===== src/rtl/csr_file_pkg.sv =====
// Types, CSR address map and mstatus bit positions shared by the CSR file and its bench.
// The optional performance counters exist only when CSR_HPM_EN is defined.
package csr_file_pkg;

    typedef enum logic [1:0] {
        CSR_RW = 2'd0,
        CSR_RS = 2'd1,
        CSR_RC = 2'd2
    } csr_op_t;

    typedef enum logic {
        ST_IDLE = 1'b0,
        ST_RESP = 1'b1
    } csr_state_t;

    typedef logic [11:0] csr_reg_t;

    localparam csr_reg_t CSR_MSTATUS   = 12'h300;
    localparam csr_reg_t CSR_MIE       = 12'h304;
    localparam csr_reg_t CSR_MTVEC     = 12'h305;
    localparam csr_reg_t CSR_MSCRATCH  = 12'h340;
    localparam csr_reg_t CSR_MEPC      = 12'h341;
    localparam csr_reg_t CSR_MCAUSE    = 12'h342;
    localparam csr_reg_t CSR_MTVAL     = 12'h343;
    localparam csr_reg_t CSR_MIP       = 12'h344;
    localparam csr_reg_t CSR_MCYCLE    = 12'hB00;
    localparam csr_reg_t CSR_MINSTRET  = 12'hB02;
    localparam csr_reg_t CSR_MCYCLEH   = 12'hB80;
    localparam csr_reg_t CSR_MINSTRETH = 12'hB82;
    localparam csr_reg_t CSR_CYCLE     = 12'hC00;
    localparam csr_reg_t CSR_INSTRET   = 12'hC02;
    localparam csr_reg_t CSR_CYCLEH    = 12'hC80;
    localparam csr_reg_t CSR_INSTRETH  = 12'hC82;
    localparam csr_reg_t CSR_MVENDORID = 12'hF11;
    localparam csr_reg_t CSR_MARCHID   = 12'hF12;
    localparam csr_reg_t CSR_MIMPID    = 12'hF13;
    localparam csr_reg_t CSR_MHARTID   = 12'hF14;

    localparam csr_reg_t CSR_MBRANCH_JUMP = 12'hB0B;
    localparam csr_reg_t CSR_MMIS_PREDICT = 12'hB0E;
    localparam csr_reg_t CSR_MSB_FULL     = 12'hB0F;
    localparam csr_reg_t CSR_BRANCH_JUMP  = 12'hC0B;
    localparam csr_reg_t CSR_MIS_PREDICT  = 12'hC0E;
    localparam csr_reg_t CSR_SB_FULL      = 12'hC0F;

    localparam int MSTATUS_MIE_BIT  = 3;
    localparam int MSTATUS_MPIE_BIT = 7;

    function automatic logic csr_is_read_only(input csr_reg_t addr);
        return addr[11:10] == 2'b11;
    endfunction

endpackage


===== src/rtl/csr_file_counter64.sv =====
// 64-bit event counter with separate low/high write ports; a write to either
// half replaces the increment for the whole counter in that cycle.
module csr_counter64 #(
    parameter int INC_W = 1
) (
    input  logic             clk,
    input  logic             reset,
    input  logic [INC_W-1:0] i_inc,
    input  logic             i_wr_lo,
    input  logic             i_wr_hi,
    input  logic [31:0]      i_wdata,
    output logic [63:0]      o_cnt
);

    logic [63:0] r_cnt;

    always_ff @(posedge clk or posedge reset) begin
        if (reset) begin
            r_cnt <= '0;
        end else if (i_wr_lo) begin
            r_cnt <= {r_cnt[63:32], i_wdata};
        end else if (i_wr_hi) begin
            r_cnt <= {i_wdata, r_cnt[31:0]};
        end else begin
            r_cnt <= r_cnt + 64'(i_inc);
        end
    end

    assign o_cnt = r_cnt;

endmodule


===== src/rtl/csr_file.sv =====
// Machine-mode CSR responder: one read-modify-write per handshake, counters and trap side-effects.
// Define CSR_HPM_EN to add the branch / mispredict / scoreboard-full event counters.
module csr_file
    import csr_file_pkg::*;
#(
    parameter int              XLEN        = 32,
    parameter int              RETIRE_W    = 2,
    parameter logic [XLEN-1:0] MTVEC_RESET = '0
) (
    input  logic                            clk,
    input  logic                            reset,
    input  logic                            req_valid_i,
    output logic                            req_ready_o,
    input  logic [11:0]                     req_addr_i,
    input  csr_op_t                         req_op_i,
    input  logic                            req_we_i,
    input  logic [XLEN-1:0]                 req_wdata_i,
    output logic                            resp_valid_o,
    input  logic                            resp_ready_i,
    output logic [XLEN-1:0]                 resp_rdata_o,
    output logic                            resp_illegal_o,
    input  logic [$clog2(RETIRE_W+1)-1:0]   retire_cnt_i,
`ifdef CSR_HPM_EN
    input  logic                            ev_branch_i,
    input  logic                            ev_mispredict_i,
    input  logic                            ev_sb_full_i,
`endif
    input  logic                            trap_valid_i,
    input  logic [XLEN-1:0]                 trap_pc_i,
    input  logic [XLEN-1:0]                 trap_cause_i,
    input  logic [XLEN-1:0]                 trap_tval_i,
    input  logic                            mret_i,
    output logic [XLEN-1:0]                 mtvec_o,
    output logic [XLEN-1:0]                 mepc_o
);

    localparam int              RC_W       = $clog2(RETIRE_W + 1);
    localparam logic [XLEN-1:0] MTVEC_MASK = ~(XLEN'(3));
    localparam logic [XLEN-1:0] MEPC_MASK  = ~(XLEN'(1));

    csr_state_t      r_state;
    logic            r_req_ready;
    logic            r_resp_valid;
    logic            r_resp_illegal;
    logic [XLEN-1:0] r_resp_rdata;

    logic            r_mstatus_mie;
    logic            r_mstatus_mpie;
    logic [XLEN-1:0] r_mie;
    logic [XLEN-1:0] r_mtvec;
    logic [XLEN-1:0] r_mscratch;
    logic [XLEN-1:0] r_mepc;
    logic [XLEN-1:0] r_mcause;
    logic [XLEN-1:0] r_mtval;

    logic [63:0]     w_mcycle;
    logic [63:0]     w_minstret;
    logic [XLEN-1:0] w_mstatus;
    logic [XLEN-1:0] w_old;
    logic [XLEN-1:0] w_new;
    logic            w_known;
    logic            w_illegal;
    logic            w_accept;
    logic            w_wr;
    logic            w_sys_evt;

`ifdef CSR_HPM_EN
    logic [31:0]     r_hpm_branch;
    logic [31:0]     r_hpm_mispredict;
    logic [31:0]     r_hpm_sb_full;
`endif

    always_comb begin
        w_mstatus                   = '0;
        w_mstatus[MSTATUS_MIE_BIT]  = r_mstatus_mie;
        w_mstatus[MSTATUS_MPIE_BIT] = r_mstatus_mpie;
        w_old                       = '0;
        w_known                     = 1'b1;
        case (req_addr_i)
            CSR_MSTATUS:                    w_old = w_mstatus;
            CSR_MIE:                        w_old = r_mie;
            CSR_MTVEC:                      w_old = r_mtvec;
            CSR_MSCRATCH:                   w_old = r_mscratch;
            CSR_MEPC:                       w_old = r_mepc;
            CSR_MCAUSE:                     w_old = r_mcause;
            CSR_MTVAL:                      w_old = r_mtval;
            CSR_MIP, CSR_MVENDORID, CSR_MARCHID,
            CSR_MIMPID, CSR_MHARTID:        w_old = '0;
            CSR_MCYCLE, CSR_CYCLE:          w_old = XLEN'(w_mcycle[31:0]);
            CSR_MCYCLEH, CSR_CYCLEH:        w_old = XLEN'(w_mcycle[63:32]);
            CSR_MINSTRET, CSR_INSTRET:      w_old = XLEN'(w_minstret[31:0]);
            CSR_MINSTRETH, CSR_INSTRETH:    w_old = XLEN'(w_minstret[63:32]);
`ifdef CSR_HPM_EN
            CSR_MBRANCH_JUMP, CSR_BRANCH_JUMP: w_old = XLEN'(r_hpm_branch);
            CSR_MMIS_PREDICT, CSR_MIS_PREDICT: w_old = XLEN'(r_hpm_mispredict);
            CSR_MSB_FULL, CSR_SB_FULL:         w_old = XLEN'(r_hpm_sb_full);
`endif
            default:                        w_known = 1'b0;
        endcase
    end

    always_comb begin
        case (req_op_i)
            CSR_RW:  w_new = req_wdata_i;
            CSR_RS:  w_new = w_old | req_wdata_i;
            CSR_RC:  w_new = w_old & ~req_wdata_i;
            default: w_new = w_old;
        endcase
    end

    assign w_illegal = !w_known || (req_we_i && csr_is_read_only(req_addr_i));
    assign w_accept  = req_valid_i && r_req_ready;
    assign w_wr      = w_accept && req_we_i && !w_illegal;
    assign w_sys_evt = trap_valid_i || mret_i;

    always_ff @(posedge clk or posedge reset) begin
        if (reset) begin
            r_state        <= ST_IDLE;
            r_req_ready    <= 1'b1;
            r_resp_valid   <= 1'b0;
            r_resp_illegal <= 1'b0;
            r_resp_rdata   <= '0;
        end else begin
            case (r_state)
                ST_IDLE: begin
                    if (w_accept) begin
                        r_state        <= ST_RESP;
                        r_req_ready    <= 1'b0;
                        r_resp_valid   <= 1'b1;
                        r_resp_illegal <= w_illegal;
                        r_resp_rdata   <= w_illegal ? '0 : w_old;
                    end
                end
                ST_RESP: begin
                    if (resp_ready_i) begin
                        r_state      <= ST_IDLE;
                        r_req_ready  <= 1'b1;
                        r_resp_valid <= 1'b0;
                    end
                end
                default: r_state <= ST_IDLE;
            endcase
        end
    end

    // Trap entry and mret own the trap-state CSRs in the cycle they fire.
    always_ff @(posedge clk or posedge reset) begin
        if (reset) begin
            r_mstatus_mie  <= 1'b0;
            r_mstatus_mpie <= 1'b0;
            r_mie          <= '0;
            r_mtvec        <= MTVEC_RESET & MTVEC_MASK;
            r_mscratch     <= '0;
            r_mepc         <= '0;
            r_mcause       <= '0;
            r_mtval        <= '0;
        end else begin
            if (trap_valid_i) begin
                r_mepc         <= trap_pc_i & MEPC_MASK;
                r_mcause       <= trap_cause_i;
                r_mtval        <= trap_tval_i;
                r_mstatus_mpie <= r_mstatus_mie;
                r_mstatus_mie  <= 1'b0;
            end else if (mret_i) begin
                r_mstatus_mie  <= r_mstatus_mpie;
                r_mstatus_mpie <= 1'b1;
            end else if (w_wr && !w_sys_evt) begin
                if (req_addr_i == CSR_MSTATUS) begin
                    r_mstatus_mie  <= w_new[MSTATUS_MIE_BIT];
                    r_mstatus_mpie <= w_new[MSTATUS_MPIE_BIT];
                end
                if (req_addr_i == CSR_MEPC)   r_mepc   <= w_new & MEPC_MASK;
                if (req_addr_i == CSR_MCAUSE) r_mcause <= w_new;
                if (req_addr_i == CSR_MTVAL)  r_mtval  <= w_new;
            end
            if (w_wr && req_addr_i == CSR_MIE)      r_mie      <= w_new;
            if (w_wr && req_addr_i == CSR_MTVEC)    r_mtvec    <= w_new & MTVEC_MASK;
            if (w_wr && req_addr_i == CSR_MSCRATCH) r_mscratch <= w_new;
        end
    end

    csr_counter64 #(.INC_W(1)) u_mcycle (
        .clk     (clk),
        .reset   (reset),
        .i_inc   (1'b1),
        .i_wr_lo (w_wr && req_addr_i == CSR_MCYCLE),
        .i_wr_hi (w_wr && req_addr_i == CSR_MCYCLEH),
        .i_wdata (w_new[31:0]),
        .o_cnt   (w_mcycle)
    );

    csr_counter64 #(.INC_W(RC_W)) u_minstret (
        .clk     (clk),
        .reset   (reset),
        .i_inc   (retire_cnt_i),
        .i_wr_lo (w_wr && req_addr_i == CSR_MINSTRET),
        .i_wr_hi (w_wr && req_addr_i == CSR_MINSTRETH),
        .i_wdata (w_new[31:0]),
        .o_cnt   (w_minstret)
    );

`ifdef CSR_HPM_EN
    always_ff @(posedge clk or posedge reset) begin
        if (reset) begin
            r_hpm_branch     <= '0;
            r_hpm_mispredict <= '0;
            r_hpm_sb_full    <= '0;
        end else begin
            if (w_wr && req_addr_i == CSR_MBRANCH_JUMP) r_hpm_branch <= w_new[31:0];
            else if (ev_branch_i)                       r_hpm_branch <= r_hpm_branch + 32'd1;
            if (w_wr && req_addr_i == CSR_MMIS_PREDICT) r_hpm_mispredict <= w_new[31:0];
            else if (ev_mispredict_i)                   r_hpm_mispredict <= r_hpm_mispredict + 32'd1;
            if (w_wr && req_addr_i == CSR_MSB_FULL)     r_hpm_sb_full <= w_new[31:0];
            else if (ev_sb_full_i)                      r_hpm_sb_full <= r_hpm_sb_full + 32'd1;
        end
    end
`endif

    assign req_ready_o    = r_req_ready;
    assign resp_valid_o   = r_resp_valid;
    assign resp_rdata_o   = r_resp_rdata;
    assign resp_illegal_o = r_resp_illegal;
    assign mtvec_o        = r_mtvec;
    assign mepc_o         = r_mepc;

endmodule


===== config.mk =====
export PLATFORM = sky130hd
export DESIGN_NAME = csr_file
export DESIGN_NICKNAME = d
export VERILOG_FILES = /design/src/rtl/csr_file_pkg.sv /design/src/rtl/csr_file_counter64.sv /design/src/rtl/csr_file.sv
export SDC_FILE = /design/constraint.sdc
export NUM_CORES = 1
export LEC_CHECK = 0
export CELL_PAD_IN_SITES_DETAIL_PLACEMENT = 0
export CELL_PAD_IN_SITES_GLOBAL_PLACEMENT = 1
export CORE_MARGIN = 2
export CORE_UTILIZATION = 40
export CTS_CLUSTER_DIAMETER = 30
export CTS_CLUSTER_SIZE = 8
export DETAILED_ROUTE_END_ITERATION = 8
export PLACE_DENSITY_LB_ADDON = 0.1
export SKIP_CTS_REPAIR_TIMING = 1
export SYNTH_ARGS = -nofsm -noshare
export SYNTH_HDL_FRONTEND = slang
export SYNTH_HIERARCHICAL = 1
export SYNTH_SLANG_ARGS = --single-unit

===== constraint.sdc =====
create_clock -name clk -period 9.5 [get_ports clk]
set_input_delay 0.95 -clock clk [delete_from_list [all_inputs] [get_ports clk]]
set_output_delay 0.95 -clock clk [all_outputs]
set_load 0.02 [all_outputs]

==> impl_results.md, run 1 <==
* RSZ-0062 raised after global routing: no
* Count of input and output buffers at 245
* Seq/Total Area, Yosys at about two fifths
* Core Box Area at 53,600 um^2
* Critical-path top delay cell: nor2_1
* Gate Count Post-Synth at about 2,500
* Nets at between 2,000 and 3,000
* Largest family of logic cells by synthesized area: simple AND/OR/NAND/NOR gates
* Worst Path Max Fanout at 35
* Number of global-route vias before repair at 21,000
* Syn-to-layout area delta at 30.6%
* TritonCTS clock tree: built
* Synth Area in Adders at less than 1%
* Worst EP arrival at around 6 ns
* Final Hold Vio Count at 0
* Post-synthesis xor/xnor area fraction at 2.60%
* Starting DRT DRC Count at 3,098
* Fillers at 5,011
* Setup WS pre-CTS at approximately 3.6 ns
* Hold Slack at 0.462 ns
* Reg2reg setup slack at 5.32 ns
* CP Class: primary input to flop
* Worst VDD drop at 142 uV
* Crit. Startpoint: req_addr_i[11]
* 1st-pass router iterations at 6
* Crit path cell chain: clkdlybuf4s50_1 -> nand4bb_1 -> a21oi_2 -> buf_4 -> nand2_1 -> a31oi_1 -> nand2_1 -> nor2_2 -> buf_4 -> inv_1 -> nor2_1 -> buf_4 -> nor2_1 -> o31a_1 -> nor3_1
* FF-to-FF End: u_minstret/o_cnt[59]
* Minimum clock period at ~5.5 ns
* Register area at 8880 um^2
* Clk sinks at around 360
* Most common cell after layout, fill and taps aside: dfrtp_1
* Post-synth EDFFs at 0
* CP max stage delay at 0.93 ns
* Die outline height at between 200 and 250 um
* # DRC at 0
* Layout cells sized above 1 at 11.6%
* GRT overflow at 0
* Setup TNS at 0 ns
* DP HPWL at 72,000 um
* Post-route clock period utilization at between 50 and 60%
* Worst reg2reg path depth at 12
* WL per Instance at 28.5 um
* Synth cell types at 108
* Final setup viols at 0
* Layout Cells excl Fill at about 3,500
* Num ports at 250
* Via count at roughly 22,000
* Gr usage total at 35.2%
* CTS Buffer Depth at 3
* Via/cell ratio at 6.35
* Max Clock Skew at 0.0235 ns
* Routed Antenna Nets at 0
* H-tree levels at 3
* Root Driver: clkbuf_16
* Crit path capture: u_minstret/o_cnt[59]
* Main area contributors after synthesis: dfrtp_1 (41%), nand2_1 (5.1%), mux2i_1 (4.4%)
* Slew @ Worst Pin at 1.26 ns
* Clock Latency Late Sink at 0.65 ns
* Clock-pin slew on the worst setup and hold paths at ~0.040 ns
* Mux share of post-synthesis cell area at 6.83%
* Total wire length at 99,400 um
* Most used cell, CP: buf_4
* Multi-input logic area at 11,600 um^2
* Fmax at 183 MHz
* Status: finished, final reports clean
* Placed cell count at ~3,300
* PwrDens at 207 nW/um^2
* Initial antenna violation count at 2
* Post-synth ARST share at 100%
* Max Cap Viol at 0
* Die Wd at 236 um
* Synth warn at 6
* Flops & latches, synth at 355
* Largest net degree at the start of global routing at 120
* Post-Syn Area at 21,600 um^2
* Syn Area/Cell at 8.71 um^2
* Num CTS Buffers at 105
* Yosys top cell area share at just over 40%
* Die area at 55,800 um^2
* Required @ worst endpoint at around 10 ns
* Biggest area consumer among synthesized cells: dfrtp_1
* Dpl cell area at 24,500 um^2
* GP Congestion at 0.936
* Critical Path End Type: flop
* Worst r2r src: req_ready_o
* Slew Limit Headroom at 15.0%
* Design area at 28,200 um^2
* Top FF cell, synth: dfrtp_1
* Final Max Tran Viols at 0
* Initial Utilization at 40.2%
* Total power at approximately 5.8 mW
* Rows at 85
* Simple-gate share of the synthesized area at 23.4%
* First-pass GRT wire length at 145,000 um
* Post-layout util at 52.5%
* Compound-cell area share of the yosys netlist at 20.3%
* Hold WC Path Type: flop to flop
* CP Launch Type: primary input
* PnR worst setup slack at 4.04 ns
* Most frequent cells in the layout: dfrtp_1 (354), nand2_1 (293), clkdlybuf4s50_1 (240)
* Static Leakage at 11.7 nW
* Worst hold start: resp_rdata_o[14]
-- worst min-delay path by stage --
stage	endpoint	depth (start not counted)
floorplan	resp_valid_o	1
global placement	resp_valid_o	1
detailed placement	r_mscratch[21]	2
CTS	r_mscratch[21]	2
global route	resp_rdata_o[25]	2
finish	resp_rdata_o[14]	2
-- final cells by class --
cell class | count | share of cell area, %
Multi-Input combinational cell | 1854 | 41.2
Antenna cell | 3 | 0.0267
Inverter | 88 | 1.20
Timing Repair Buffer | 297 | 10.0
Sequential cell | 355 | 31.5
Clock inverter | 47 | 2.24
Tap cell | 696 | 3.09
Clock buffer | 146 | 10.7
-- power breakdown --
group / leakage, nW / internal, mW / switching (mW) / total (mW)
clock: 1.79 / 2.53 / 1.05 / 3.58
sequential: 4.68 / 1.60 / 0.0846 / 1.68
combinational: 5.18 / 0.220 / 0.355 / 0.575
total: 11.7 / 4.34 / 1.49 / 5.84
-- per-layer routing --
| layer | vias up | global-route usage (%) | part of all wire [%] |
|---|---|---|---|
| met5 | - | 0 | 0 |
| met4 | 0 | 14.0 | 4.2 |
| met3 | 206 | 8.10 | 10 |
| met2 | 1263 | 52.0 | 43 |
| met1 | 11000 | 49.8 | 42 |
| li1 | 9651 | - | - |
-- synthesized netlist by cell type, types with 29 or more instances --
cell and n:
a22oi_1 69, xor2_1 36, clkbuf_1 107, nand3_1 117, and3_1 29, nor4_1 37
dfrtp_1 354, nor3b_1 42, o22ai_1 29, o21ai_0 180, nand2_1 293, nor2_1 184
mux2i_1 95, o31ai_1 38, nand4_1 60, a21oi_1 138, inv_1 85, nor3_1 67
buf_2 49
-- flip-flops by register name, summed over array words and instances, names as in the netlist, 30 cells and up --
signal and flops:
r_mcause 32, mepc_o 31, u_mcycle/o_cnt 64, r_mie 32, resp_rdata_o 32, mtvec_o 30, u_minstret/o_cnt 64, r_mscratch 32
r_mtval 32
-- logic make-up (layout without fill, tap and decap cells) --
kind of cell | count (synthesis) | count (layout)
adders and majority gates | 5 | 5
muxes | 130 | 130
AOI/OAI and AO/OA | 669 | 669
buffers and inverters | 270 | 578
xor gates and xnor gates | 64 | 64
other | 2 | 8
and+or+nand+nor | 981 | 981
DFF | 355 | 355
-- worst max-delay path, delay by kind of cell --
kind	cells	cell delay, ns
buffers and inverters	5	2.30
AO/OA/AOI/OAI	3	0.69
AND/OR/NAND/NOR	7	2.02
No activity file was read; power rests on OpenSTA's default activity.
==> inputs of run 2 (changes only) <==
--- a/config.mk
+++ b/config.mk
@@ -8,7 +8,7 @@
 export CELL_PAD_IN_SITES_DETAIL_PLACEMENT = 0
 export CELL_PAD_IN_SITES_GLOBAL_PLACEMENT = 1
 export CORE_MARGIN = 2
-export CORE_UTILIZATION = 40
+export CORE_UTILIZATION = 39
 export CTS_CLUSTER_DIAMETER = 30
 export CTS_CLUSTER_SIZE = 8
 export DETAILED_ROUTE_END_ITERATION = 8
==> constraint.sdc (replaced) <==
create_clock -name clk -period 5 [get_ports clk]
set_input_delay 0.5 -clock clk [delete_from_list [all_inputs] [get_ports clk]]
set_output_delay 0.5 -clock clk [all_outputs]
set_load 0.02 [all_outputs]
==> run 2 against run 1 <==
Non-clock buffer count up 77. Count of clock-buffer cells in the layout down 1. Die area up 2.5%. Worst hold slack worse by 0.12 ns. Sequential share of layout area down 0.83 points. Core utilization up 0.16 points. Largest cell class unchanged. Sequential cell count unchanged. Clock skew down 0.0024 ns. Critical endpoint is now u_mcycle/o_cnt[37]. Combinational power up 95%. Clock power up 97%.
==> impl_results.md, run 2 (synthesized netlist as in run 1, its figures left out) <==
* Clock-pin slew on the worst setup and hold paths at roughly 0.040 ns
* Max Clock Skew at around 0.021 ns
* CP Launch Type: primary input
* RSZ-0062 raised after global routing: no
* GP Congestion at 0.938
* Slew @ Worst Pin at 1.18 ns
* Root Driver: clkbuf_16
* Switch share at roughly 25%
* Fillers at roughly 5,000
* Register share of total power at 28.2%
* Total wire length at 103,000 um
* Post-layout util at a little over half
* Via count at around 22,000
* Worst Path Max Fanout at 9
* Via/cell ratio at roughly 6.2
* Routed Antenna Nets at 0
* Combinational share of power at 9.8%
* TritonCTS clock tree: built
* Gr usage total at 35.6%
* Setup TNS at 0 ns
* Cell internal pwr at 8.51 mW
* Setup WS pre-CTS at 0.687 ns
* Fmax at 264 MHz
* Dpl cell area at 25,200 um^2
* WL per Instance at 28.7 um
* Most frequent cells in the layout: dfrtp_1 (354), nand2_1 (293), clkdlybuf4s50_1 (240)
* Num CTS Buffers at about 110
* Starting DRT DRC Count at 2,747
* Die Wd at roughly 240 um
* Most common cell after layout, fill and taps aside: dfrtp_1
* Worst VDD drop at 309 uV
* Critical Path End Type: flop
* Die outline height at about 240 um
* Die area at 57,200 um^2
* Core Box Area at 54,900 um^2
* Clk sinks at 355
* CP Class: primary input to flop
* # DRC at 0
* Rows at 86
* PwrDens at 393 nW/um^2
* 1st-pass router iterations at 6
* H-tree levels at 3
* Initial antenna violation count at 9
* Final Hold Vio Count at 0
* GRT overflow at 0
* Final setup viols at 0
* Max Cap Viol at 0
* Num ports at 250
* Required @ worst endpoint at 5.52 ns
* Largest net degree at the start of global routing at between 100 and 150
* Status: finished, final reports clean
* Final Max Tran Viols at 0
* DP HPWL at 76,700 um
* Worst EP arrival at 4.31 ns
* Sw Pwr at 2.85 mW
* Post-route clock period utilization at roughly three quarters
* Design area at just under 30,000 um^2
* Number of global-route vias before repair at around 21,000
* Nets at ~3,000
* Clock Latency Late Sink at 0.65 ns
* Initial Utilization at 39.3%
* PnR worst setup slack at 1.21 ns
* Syn-to-layout area delta at 34.1%
* Hold WC Path Type: primary input to asynchronous set/reset pin
* First-pass GRT wire length at 148,000 um
* Layout cells sized above 1 at 14.1%
* Clock share of power at 62.0%
* CTS Buffer Depth at 3
* Hold Slack at 0.344 ns
* Minimum clock period at 3.79 ns
* Slew Limit Headroom at 20.7%
* Static Leakage at 12.1 nW
* Count of input and output buffers at roughly 250
[run 2: cell types whose count changed in the layout (fill, tap and decap cells not counted), sizes merged]
cell | previous run | this run
buf | 57 | 134
bufinv | 13 | 17
clkbuf | 146 | 145
clkinv | 26 | 33
clkinvlp | 6 | 1
diode | 3 | 6
[run 2: final cells by class]
type                    instances  area (um^2)  share of cell area (%)
multi-input cells            1854        11600                    40.1
flip-flops and latches        355         8880                    30.7
repair buffers                374         3460                    12.0
clock buffers                 145         3020                    10.4
well taps                     704          881                    3.04
clock inverters                53          732                    2.53
inverters                      88          334                    1.15
diodes                          6         15.0                  0.0519
[run 2: power groups by stage]
| stage | registers [mW] | clock network, mW | logic, mW |
|---|---|---|---|
| after detailed placement | 3.23 | 0 | 1.10 |
| after floorplan | 3.23 | 0 | 0.556 |
| after global routing | 3.21 | 7.26 | 1.19 |
| after global placement | 3.23 | 0 | 1.09 |
| after CTS | 3.20 | 7.09 | 1.11 |
| final | 3.20 | 7.04 | 1.12 |
[run 2: path summary, 6_finish.rpt]
kind / slack [ns] / start / end / cells past startpoint
max: 1.21 / req_addr_i[10] / u_mcycle/o_cnt[37] / 10
min in group clk: 0.41 / trap_tval_i[18] / r_mtval[18] / 3
min: 0.34 / reset / mtvec_o[9] / 2
min reg2reg: 0.46 / resp_rdata_o[29] / resp_rdata_o[29] / 2
max reg2reg: 1.81 / u_minstret/o_cnt[32] / u_minstret/o_cnt[54] / 5
max in group asynchronous: 3.53 / reset / u_minstret/o_cnt[49] / 3
[run 2: stage by stage]
step / instances / power, mW
after floorplan: 2479 / 3.78
after global placement: 3375 / 4.31
after detailed placement: 3375 / 4.34
after CTS: 3573 / 11.4
after global routing: 3575 / 11.7
final: 3579 / 11.4
[run 2: per-layer routing]
metal	track usage, %	vias to the layer above	part of all wire (%)
li1	-	9803	-
met1	49.9	11100	42
met2	53.6	1283	44
met3	7.91	200	10
met4	13.7	4	3.8
met5	0	-	0.025
[run 2: worst max-delay path, cell delays in order]
cell	delay, ns
clkdlybuf4s50_1	0.71
and4b_1	0.34
o211ai_1	0.77
o22ai_1	0.34
a211oi_1	0.58
a2bb2oi_1	0.26
buf_4	0.18
inv_1	0.14
a22o_1	0.22
a211o_1	0.26
==> inputs of run 3 (changes only) <==
--- a/config.mk
+++ b/config.mk
@@ -8,7 +8,7 @@
 export CELL_PAD_IN_SITES_DETAIL_PLACEMENT = 0
 export CELL_PAD_IN_SITES_GLOBAL_PLACEMENT = 1
 export CORE_MARGIN = 2
-export CORE_UTILIZATION = 39
+export CORE_UTILIZATION = 40
 export CTS_CLUSTER_DIAMETER = 30
 export CTS_CLUSTER_SIZE = 8
 export DETAILED_ROUTE_END_ITERATION = 8
==> constraint.sdc (replaced) <==
create_clock -name clk -period 3.95 [get_ports clk]
set_input_delay 0.395 -clock clk [delete_from_list [all_inputs] [get_ports clk]]
set_output_delay 0.395 -clock clk [all_outputs]
set_load 0.02 [all_outputs]
==> run 3 against run 2 <==
Global-route usage increased by 1.4 points. Clock skew increased by 0.0010 ns. Non-clock buffer count increased by 59. First-iteration DRC count decreased by 2.9%. Die area decreased by 2.5%. Critical endpoint is now u_minstret/o_cnt[49]. Count of clock-buffer cells in the layout increased by 13. Total power increased by 22%. Largest cell class unchanged. Sequential power increased by 27%. Critical path depth unchanged.
==> impl_results.md, run 3 (synthesized netlist as in run 1, its figures left out) <==
* Status: finished, final reports clean
* CP Class: primary input to flop
* Via/cell ratio at 6.24
* Worst VDD drop at 342 uV
* Design area at 29,300 um^2
* Minimum clock period at 3.31 ns
* Num CTS Buffers at about 110
* Dpl cell area at 25,800 um^2
* GRT overflow at 0
* PnR worst setup slack at 0.637 ns
* Initial Utilization at between 40% and 50%
* Num ports at 250
* H-tree levels at 3
* Die outline height at 236 um
* Rows at 85
* Die area at 55,800 um^2
* Root Driver: clkbuf_16
* Initial antenna violation count at 3
* # DRC at 0
* Via count at 22,600
* DP HPWL at between 70,000 and 80,000 um
* Final Hold Vio Count at 0
* Most common cell after layout, fill and taps aside: dfrtp_1
* Worst r2r src: u_mcycle/o_cnt[0]
* GP Congestion at 0.991
* Die Wd at 236 um
* Syn-to-layout area delta at 36.0%
* Layout Cells excl Fill at 3,624
* Final setup viols at 0
* Core Box Area at 53,600 um^2
* Worst EP arrival at 3.82 ns
* Layout cells sized above 1 at 15.7%
* Max Clock Skew at 0.0221 ns
* Gr usage total at 37.0%
* Setup WS pre-CTS at 0.134 ns
* PwrDens at roughly 470 nW/um^2
* CTS Buffer Depth at 3
* Post-route clock period utilization at a little over four fifths
* Fmax at 302 MHz
* Required @ worst endpoint at 4.46 ns
* Max Cap Viol at 0
* Final Max Tran Viols at 0
* Hold WC Path Type: primary input to asynchronous set/reset pin
* Routed Antenna Nets at 0
* Worst Path Max Fanout at 12
* First-pass GRT wire length at 151,000 um
* CP Launch Type: primary input
* Most frequent cells in the layout: dfrtp_1 (354), nand2_1 (293), clkdlybuf4s50_1 (240)
* Crit. Startpoint: req_addr_i[2]
* Setup TNS at 0 ns
* 1st-pass router iterations at 6
* Critical Path End Type: flop
* Clock Latency Late Sink at 0.65 ns
* Static Leakage at 12.4 nW
* Clock-pin slew on the worst setup and hold paths at 0.04 ns
* Clk sinks at between 300 and 400
* Number of global-route vias before repair at 21,700
* Hold Slack at 0.269 ns
* Largest net degree at the start of global routing at 117
* RSZ-0062 raised after global routing: no
* Count of input and output buffers at 245
* Placed cell count at between 3,000 and 4,000
* Total wire length at approximately 100,000 um
* Slew Limit Headroom at 33.9%
* Nets at 2,993
* Slew @ Worst Pin at 0.982 ns
* TritonCTS clock tree: built
* WL per Instance at 28.9 um
* Starting DRT DRC Count at 2,667
-- run 3: cell count changes in the layout (fill, tap and decap cells not counted), moves of 3 or more --
cell	before	now
buf_12	4	20
buf_4	127	170
bufinv_16	17	6
clkbuf_16	108	105
clkbuf_8	18	33
clkinv_2	30	21
clkinvlp_4	1	5
diode_2	6	3
-- run 3: metal layers --
layer	routed length [um]	vias to the layer above	part of all wire, %	global-route usage [%]
met5	13	-	0.012	0
met1	45000	11200	43	52.3
li1	-	9936	-	-
met4	4370	2	4.2	15.1
met3	10000	206	9.6	8.03
met2	45400	1278	43	54.9
-- run 3: worst paths after layout --
kind / to / slack (ns) / cells past startpoint
worst max-delay path: u_minstret/o_cnt[49] / 0.64 / 10
worst min-delay path: u_mcycle/o_cnt[3] / 0.27 / 2
worst max register to register: u_mcycle/o_cnt[50] / 0.90 / 7
worst min register to register: resp_rdata_o[13] / 0.46 / 2
max in group asynchronous: u_mcycle/o_cnt[28] / 2.59 / 3
min in group clk: mepc_o[4] / 0.31 / 3
-- run 3: critical path, cell delays in order --
cell and delay (ns):
clkdlybuf4s50_1 0.77, buf_4 0.29, or3_1 0.34, o22ai_1 0.22, a32oi_1 0.31, a21boi_0 0.82
inv_1 0.20, buf_12 0.21, o22ai_1 0.17, a21oi_1 0.07
-- run 3: stage by stage --
step | util, % | power (mW)
6_report | 54.7 | 13.9
2_1_floorplan | - | 4.79
5_1_grt | 54.7 | 14.2
3_3_place_gp | 48.1 | 5.54
4_1_cts | 54.7 | 13.9
3_5_place_dp | 48.1 | 5.57
-- run 3: final cells by class --
class	count	area (um^2)
repair buffers	433	4100
well taps	696	871
inverters	88	334
flip-flops and latches	355	8880
clock buffers	158	3160
multi-input cells	1854	11600
fillers	4853	24300
clock inverters	37	394
diodes	3	7.51
-- run 3: where the power goes --
part	leakage [nW]	switching, mW	internal [mW]
Combinational	5.92	0.905	0.600
Sequential	4.68	0.211	3.84
Clock	1.76	2.48	5.82
Total	12.4	3.60	10.3
